<file path="src/rtl/toggle_pkg.sv">
// Shared types and defaults for the toggle-encoded event decoder.
package toggle_pkg;

    typedef enum logic {INIT, RUN} state_e;

    localparam int unsigned SYNC_STAGES_DEF = 2;
    localparam int unsigned PEND_MAX_DEF    = 4;
    localparam int unsigned CNT_W_DEF       = 8;
    localparam int unsigned PEND_W          = 3;
    localparam int unsigned INIT_CNT_W      = 3;

endpackage

</file>
<file path="src/rtl/toggle_decoder_if.sv">
// Event-side bundle of the toggle decoder: toggle line in, event handshake and status out.
interface toggle_decoder_if import toggle_pkg::*; #(
    parameter int unsigned CNT_W = CNT_W_DEF
) ();

    logic              t_in;
    logic              evt_valid;
    logic              evt_ready;
    logic [PEND_W-1:0] pend_count;
    logic [CNT_W-1:0]  evt_count;
    logic              overflow;
    logic              clr_ovf;

    modport master (
        output t_in,
        output evt_ready,
        output clr_ovf,
        input  evt_valid,
        input  pend_count,
        input  evt_count,
        input  overflow
    );

    modport slave (
        input  t_in,
        input  evt_ready,
        input  clr_ovf,
        output evt_valid,
        output pend_count,
        output evt_count,
        output overflow
    );

endinterface

</file>
<file path="src/rtl/toggle_sync.sv">
// Multi-flop synchronizer bringing the asynchronous toggle line into the clk domain.
module toggle_sync import toggle_pkg::*; #(
    parameter int unsigned SYNC_STAGES = SYNC_STAGES_DEF
) (
    input  logic clk,
    input  logic reset,
    input  logic d_i,
    output logic q_o
);

    logic [SYNC_STAGES-1:0] chain_q;

    always_ff @(posedge clk or posedge reset) begin
        if (reset) begin
            chain_q <= '0;
        end else begin
            chain_q <= {chain_q[SYNC_STAGES-2:0], d_i};
        end
    end

    assign q_o = chain_q[SYNC_STAGES-1];

endmodule

</file>
<file path="src/rtl/toggle_decoder.sv">
// Turns each level change on t_in into one queued event with a valid/ready pop interface.
module toggle_decoder import toggle_pkg::*; #(
    parameter int unsigned SYNC_STAGES = SYNC_STAGES_DEF,
    parameter int unsigned PEND_MAX    = PEND_MAX_DEF,
    parameter int unsigned CNT_W       = CNT_W_DEF
) (
    input logic             clk,
    input logic             reset,
    toggle_decoder_if.slave bus
);

    localparam logic [PEND_W-1:0]     PendMax  = PEND_W'(PEND_MAX);
    localparam logic [INIT_CNT_W-1:0] InitLast = INIT_CNT_W'(SYNC_STAGES);

    logic sync_q;

    toggle_sync #(
        .SYNC_STAGES(SYNC_STAGES)
    ) u_sync (
        .clk  (clk),
        .reset(reset),
        .d_i  (bus.t_in),
        .q_o  (sync_q)
    );

    state_e                state_q, state_d;
    logic [INIT_CNT_W-1:0] init_cnt_q, init_cnt_d;
    logic                  last_q;
    logic [PEND_W-1:0]     pend_q, pend_d;
    logic                  valid_q, valid_d;
    logic [CNT_W-1:0]      cnt_q, cnt_d;
    logic                  ovf_q, ovf_d;
    logic                  detect;
    logic                  pop;
    logic                  drop;

    always_comb begin
        state_d    = state_q;
        init_cnt_d = init_cnt_q;
        pend_d     = pend_q;
        cnt_d      = cnt_q;
        ovf_d      = ovf_q;
        drop       = 1'b0;
        detect     = (state_q == RUN) && (sync_q != last_q);
        pop        = valid_q & bus.evt_ready;

        // INIT lets last_q settle onto the synchronized reset-release level.
        if (state_q == INIT) begin
            if (init_cnt_q == InitLast) begin
                state_d = RUN;
            end else begin
                init_cnt_d = init_cnt_q + 1'b1;
            end
        end

        if (detect) begin
            cnt_d = cnt_q + 1'b1;
            if (!pop) begin
                if (pend_q < PendMax) begin
                    pend_d = pend_q + 1'b1;
                end else begin
                    drop = 1'b1;
                end
            end
        end else if (pop) begin
            pend_d = pend_q - 1'b1;
        end

        if (drop) begin
            ovf_d = 1'b1;
        end else if (bus.clr_ovf) begin
            ovf_d = 1'b0;
        end

        valid_d = (pend_d != '0);
    end

    always_ff @(posedge clk or posedge reset) begin
        if (reset) begin
            state_q    <= INIT;
            init_cnt_q <= '0;
            last_q     <= 1'b0;
            pend_q     <= '0;
            valid_q    <= 1'b0;
            cnt_q      <= '0;
            ovf_q      <= 1'b0;
        end else begin
            state_q    <= state_d;
            init_cnt_q <= init_cnt_d;
            last_q     <= sync_q;
            pend_q     <= pend_d;
            valid_q    <= valid_d;
            cnt_q      <= cnt_d;
            ovf_q      <= ovf_d;
        end
    end

    assign bus.evt_valid  = valid_q;
    assign bus.pend_count = pend_q;
    assign bus.evt_count  = cnt_q;
    assign bus.overflow   = ovf_q;

endmodule

</file>
<file path="src/flat_wrapper.sv">
// flat-port wrapper written by rule: the top's interface ports become plain ports
module toggle_decoder_flat import toggle_pkg::*;
#(
    parameter int unsigned SYNC_STAGES = SYNC_STAGES_DEF,
    parameter int unsigned PEND_MAX    = PEND_MAX_DEF,
    parameter int unsigned CNT_W       = CNT_W_DEF
)
  (clk, reset, bus_t_in, bus_evt_ready, bus_clr_ovf, bus_evt_valid, bus_pend_count, bus_evt_count, bus_overflow);
  toggle_decoder_if #(.CNT_W(CNT_W)) bus_i ();
  input logic clk;
  input logic reset;
  input wire logic [$bits(bus_i.t_in)-1:0] bus_t_in;
  input wire logic [$bits(bus_i.evt_ready)-1:0] bus_evt_ready;
  input wire logic [$bits(bus_i.clr_ovf)-1:0] bus_clr_ovf;
  output wire logic [$bits(bus_i.evt_valid)-1:0] bus_evt_valid;
  output wire logic [$bits(bus_i.pend_count)-1:0] bus_pend_count;
  output wire logic [$bits(bus_i.evt_count)-1:0] bus_evt_count;
  output wire logic [$bits(bus_i.overflow)-1:0] bus_overflow;
  assign bus_i.t_in = bus_t_in;
  assign bus_i.evt_ready = bus_evt_ready;
  assign bus_i.clr_ovf = bus_clr_ovf;
  assign bus_evt_valid = bus_i.evt_valid;
  assign bus_pend_count = bus_i.pend_count;
  assign bus_evt_count = bus_i.evt_count;
  assign bus_overflow = bus_i.overflow;
  toggle_decoder #(.SYNC_STAGES(SYNC_STAGES), .PEND_MAX(PEND_MAX), .CNT_W(CNT_W)) u_core (.clk(clk), .reset(reset), .bus(bus_i));
endmodule
</file>
<file path="config.mk">
export PLATFORM = sky130hd
export DESIGN_NAME = toggle_decoder_flat
export DESIGN_NICKNAME = d
export VERILOG_FILES = /design/src/rtl/toggle_pkg.sv /design/src/rtl/toggle_decoder_if.sv /design/src/rtl/toggle_sync.sv /design/src/rtl/toggle_decoder.sv /design/src/flat_wrapper.sv
export SDC_FILE = /design/constraint.sdc
export NUM_CORES = 1
export LEC_CHECK = 0
export CAP_MARGIN = 20
export CELL_PAD_IN_SITES_DETAIL_PLACEMENT = 1
export CELL_PAD_IN_SITES_GLOBAL_PLACEMENT = 1
export CORE_ASPECT_RATIO = 0.8
export CORE_MARGIN = 5
export CORE_UTILIZATION = 35
export DETAILED_ROUTE_END_ITERATION = 8
export PLACE_DENSITY_LB_ADDON = 0.1
export SLEW_MARGIN = 40
export SYNTH_ARGS = -nofsm -noshare
export SYNTH_HDL_FRONTEND = slang
export SYNTH_SLANG_ARGS = --single-unit
</file>
<file path="constraint.sdc">
create_clock -name clk -period 1.37 [get_ports clk]
set_input_delay 0.137 -clock clk [delete_from_list [all_inputs] [get_ports clk]]
set_output_delay 0.137 -clock clk [all_outputs]
set_load 0.01 [all_outputs]
</file>
==> impl_summary.md <==
STA
The post-route minimum period is 1.50 ns. After routing, the total negative slack on setup checks comes to -0.207 ns. The actual slew at the worst max-slew pin is 0.276 ns.

The relative max-transition margin is 81.6%. In the finished design, the share of the clock period the worst path needs comes to 110%. The number of pins with negative max-slew slack in the final report came to 0. For this run, the top clock speed supported by timing is 666 MHz.

The count of endpoints failing hold in the final timing report is 0. The count of endpoints failing setup in the final report is 3. The clock skew is 0.00184 ns. Setup repair after global routing could not meet its margin everywhere. Once routing completed, OpenROAD measured the worst setup slack at -0.131 ns.

Synthesis
The average instance area after synthesis is 11.4 um2. The synthesized cell area is 953 um2. The synthesized instance count is 84. In the synthesized netlist the dominant register cell turns out to be dfrtp_1. The share of synthesized flip-flops with an asynchronous set or reset is 100%. The register area share after synthesis is 52.5%. The number of library cell types mapped by synthesis is 30.

The number of enable flip-flop cells after synthesis is 0. The synthesized design contains 20 register bits. During synthesis, Yosys emitted a total of 0 warnings. The number of nets handed over by synthesis was 94.

Route
The total iterations of the first detailed-routing run is 4. The detailed router finished its first iteration with 24 violations. After detailed routing, the average wire length per cell comes to 13.8 um.

After detailed routing, the number of remaining DRC violations is 0. In the routed layout, each cell is associated on average with a via count of 4.56. For this block, the via count after detailed routing is 748.

The remaining number of nets flagged by the antenna check after routing is 0. After detailed routing, the total wire length is 2270 um.

Pwr
Power spread over the standard cell area amounts to 1720 nW/um2. The worst-case vdd ir drop is 0.000813 V. The analysis attributes to cell leakage a power of 0.730 nW.

Setup path
Walking the worst path, the cells encountered are buf_4 -> ha_1 -> a21o_1 -> a211o_1 -> nand4b_1. The number of buffer and inverter stages on the critical path is 1. The slowest stage of the critical path is the dfrtp_1 cell. The data required time at the worst endpoint is 1.54 ns. Data arrives at the worst endpoint at 1.67 ns. The category of the critical setup timing path is reg -> reg. STA classifies the critical path endpoint as a register. The gate family responsible for the most delay along the worst path is compound AO/OA/AOI/OAI gates. The largest incremental delay on the critical path is 0.43 ns.

The startpoint type of the worst setup path is a register. Of all nets on the critical path, the largest fanout is 4.

Floorplanning
The placeable core region is 2680 um2. The overall die height is 56.7 um. The die covers 3870 um2. The count of boundary I/O pins is 18. The initial utilization of the core area, before any placement, comes to 35.6%.

The number of rows in the core area is 17. In this run the horizontal extent of the chip is 68.4 um.

Clock network
The CTS tree is built. Buffers inserted during clock tree synthesis total 3. The worst-case clock buffer depth is 2. The clock sink count is 20. The clock slew seen by the registers of the worst setup and hold paths is 0.11 ns.

The number of buffers inserted by hold repair at cts is 0. The clock latency reported for the late side of the worst-skew pair is 0.30 ns. In this run the clock root is driven by a clkbuf_4. In this run the number of H-tree levels came out at 1.

Global routing
The wire length of the first global-routing pass is 3790 um. Global routing finished with a remaining overflow of 0. Entering global routing, the biggest net connects 21 pins. The number of global-route vias before repair is 817.

The initial antenna violation count is 0. Global routing used 13.0% of the available tracks.

Placed design
The HPWL after detailed placement is 1630 um. The post-placement cell count is 150. Input and output buffers added on the ports amount to 17. The cell area after placement is 1250 um2.

The congestion estimate from routability-driven global placement came to 0.711.

Layout
The most common library cell in the layout ignoring fill and taps is buf_4. From synthesis to final layout, the design area changed by 48.3%. The filler cells instantiated in the layout total 328. The repair_antennas step left the layout with diodes totalling 0. The final layout contains 137 nets. In the final layout, the share of cells above drive strength 1 is 34.9%. The sequential standard cell area is 500 um2. The area of combinational cells with multiple inputs is 439 um2. The final cell area excluding filler cells is 1410 um2. The library cells used most frequently in the layout, excluding fill and tap cells, are buf_4, dfrtp_1, nand2_1. Cells fill 52.8% of the core in the end. For this run, the number of standard cells in the final layout without fillers is 164.

Run status
The final reports fail on setup timing. The run finished, with violations left.

Run
The tool flagged a number of max-cap violations equal to 0.

Hold path
The class of the tightest hold or removal check is in -> async.
[state kept, by name, indices dropped and copies added (netlist names)]
| signal | count |
|---|---|
| u_core.bus.overflow | 1 |
| u_core.u_sync.chain_q | 2 |
| u_core.bus.pend_count | 3 |
| u_core.state_q | 1 |
| u_core.last_q | 1 |
| u_core.bus.evt_count | 8 |
| u_core.bus.evt_valid | 1 |
| u_core.init_cnt_q | 3 |
[final cells by class]
type                            count  share of cell area, %
Clock buffer                        4                   2.57
Inverter                            9                   2.39
Multi-Input combinational cell     53                   31.1
Sequential cell                    20                   35.4
Tap cell                           38                   3.36
Timing Repair Buffer               40                   25.2
[logic make-up (layout without fill, tap and decap cells)]
family                   after synthesis  in the layout  synth area share, %
AO/OA/AOI/OAI                         15             15                 10.6
AND/OR/NAND/NOR                       23             23                 14.3
adder cells (fa/ha/maj)                5              5                 6.56
XOR/XNOR                              10             10                 10.8
buffers and inverters                 11             53                 5.25
flip-flops                            20             20                 52.5
[stage by stage]
step                power [mW]  hold slack [ns]  worst slack, ns
CTS                       2.38            0.148           -0.147
global placement          1.91            0.334           -0.192
finish                    2.43            0.148           -0.131
detailed placement        1.94            0.367           -0.303
floorplan                 1.38            0.101          -0.0398
global route              2.61            0.171           -0.207
[Yosys cell counts (2+ instances only)]
library cell	instances	area share, %
xor2_2	2	3.4
a21oi_1	4	2.1
nand4_1	3	2.0
nand2_1	10	3.9
dfrtp_1	20	52
ha_1	5	6.6
inv_1	9	3.5
xnor2_1	8	7.3
and3_2	2	1.6
[timing repair]
action                                  4_1_cts  5_1_grt
endpoints found under the setup margin       22       17
gates resized for setup                      13       15
pin swaps                                     6        7
setup buffers                                 7        4
[metal layers]
| metal | part of all wire [%] | up-vias | global-route usage [%] | wire (um) |
|---|---|---|---|---|
| met5 | 0 | - | 0 | 0 |
| met4 | 0.48 | 0 | 1.70 | 11 |
| met3 | 4.4 | 2 | 4.80 | 99 |
| met2 | 48 | 16 | 20.7 | 1100 |
| met1 | 47 | 364 | 17.1 | 1060 |
| li1 | - | 366 | - | - |
[worst paths after layout]
check,startpoint,endpoint,slack [ns],depth (start not counted)
setup / recovery,u_core.bus.pend_count[1]$_DFF_PP0_,u_core.bus.evt_valid$_DFF_PP0_,-0.13,5
hold / removal,reset,u_core.init_cnt_q[1]$_DFFE_PP0P_,0.15,3
setup reg to reg,u_core.bus.pend_count[1]$_DFF_PP0_,u_core.bus.evt_valid$_DFF_PP0_,-0.13,5
hold reg to reg,u_core.u_sync.chain_q[0]$_DFF_PP0_,u_core.u_sync.chain_q[1]$_DFF_PP0_,0.38,0
max in group asynchronous,reset,u_core.last_q$_DFF_PP0_,1.01,3
min in group clk,bus_t_in,u_core.u_sync.chain_q[0]$_DFF_PP0_,0.28,1
[worst min-delay path, stage by stage]
cell             delay (ns)
clkdlybuf4s50_1        0.39
inv_1                  0.05
buf_4                  0.26
[where the power goes]
part	switching [mW]	internal, mW	total (mW)	leakage (nW)
Combinational	0.568	0.672	1.24	0.471
Sequential	0.111	0.744	0.854	0.238
Clock	0.177	0.162	0.339	0.0210
No activity file was read; power rests on OpenSTA's default activity.
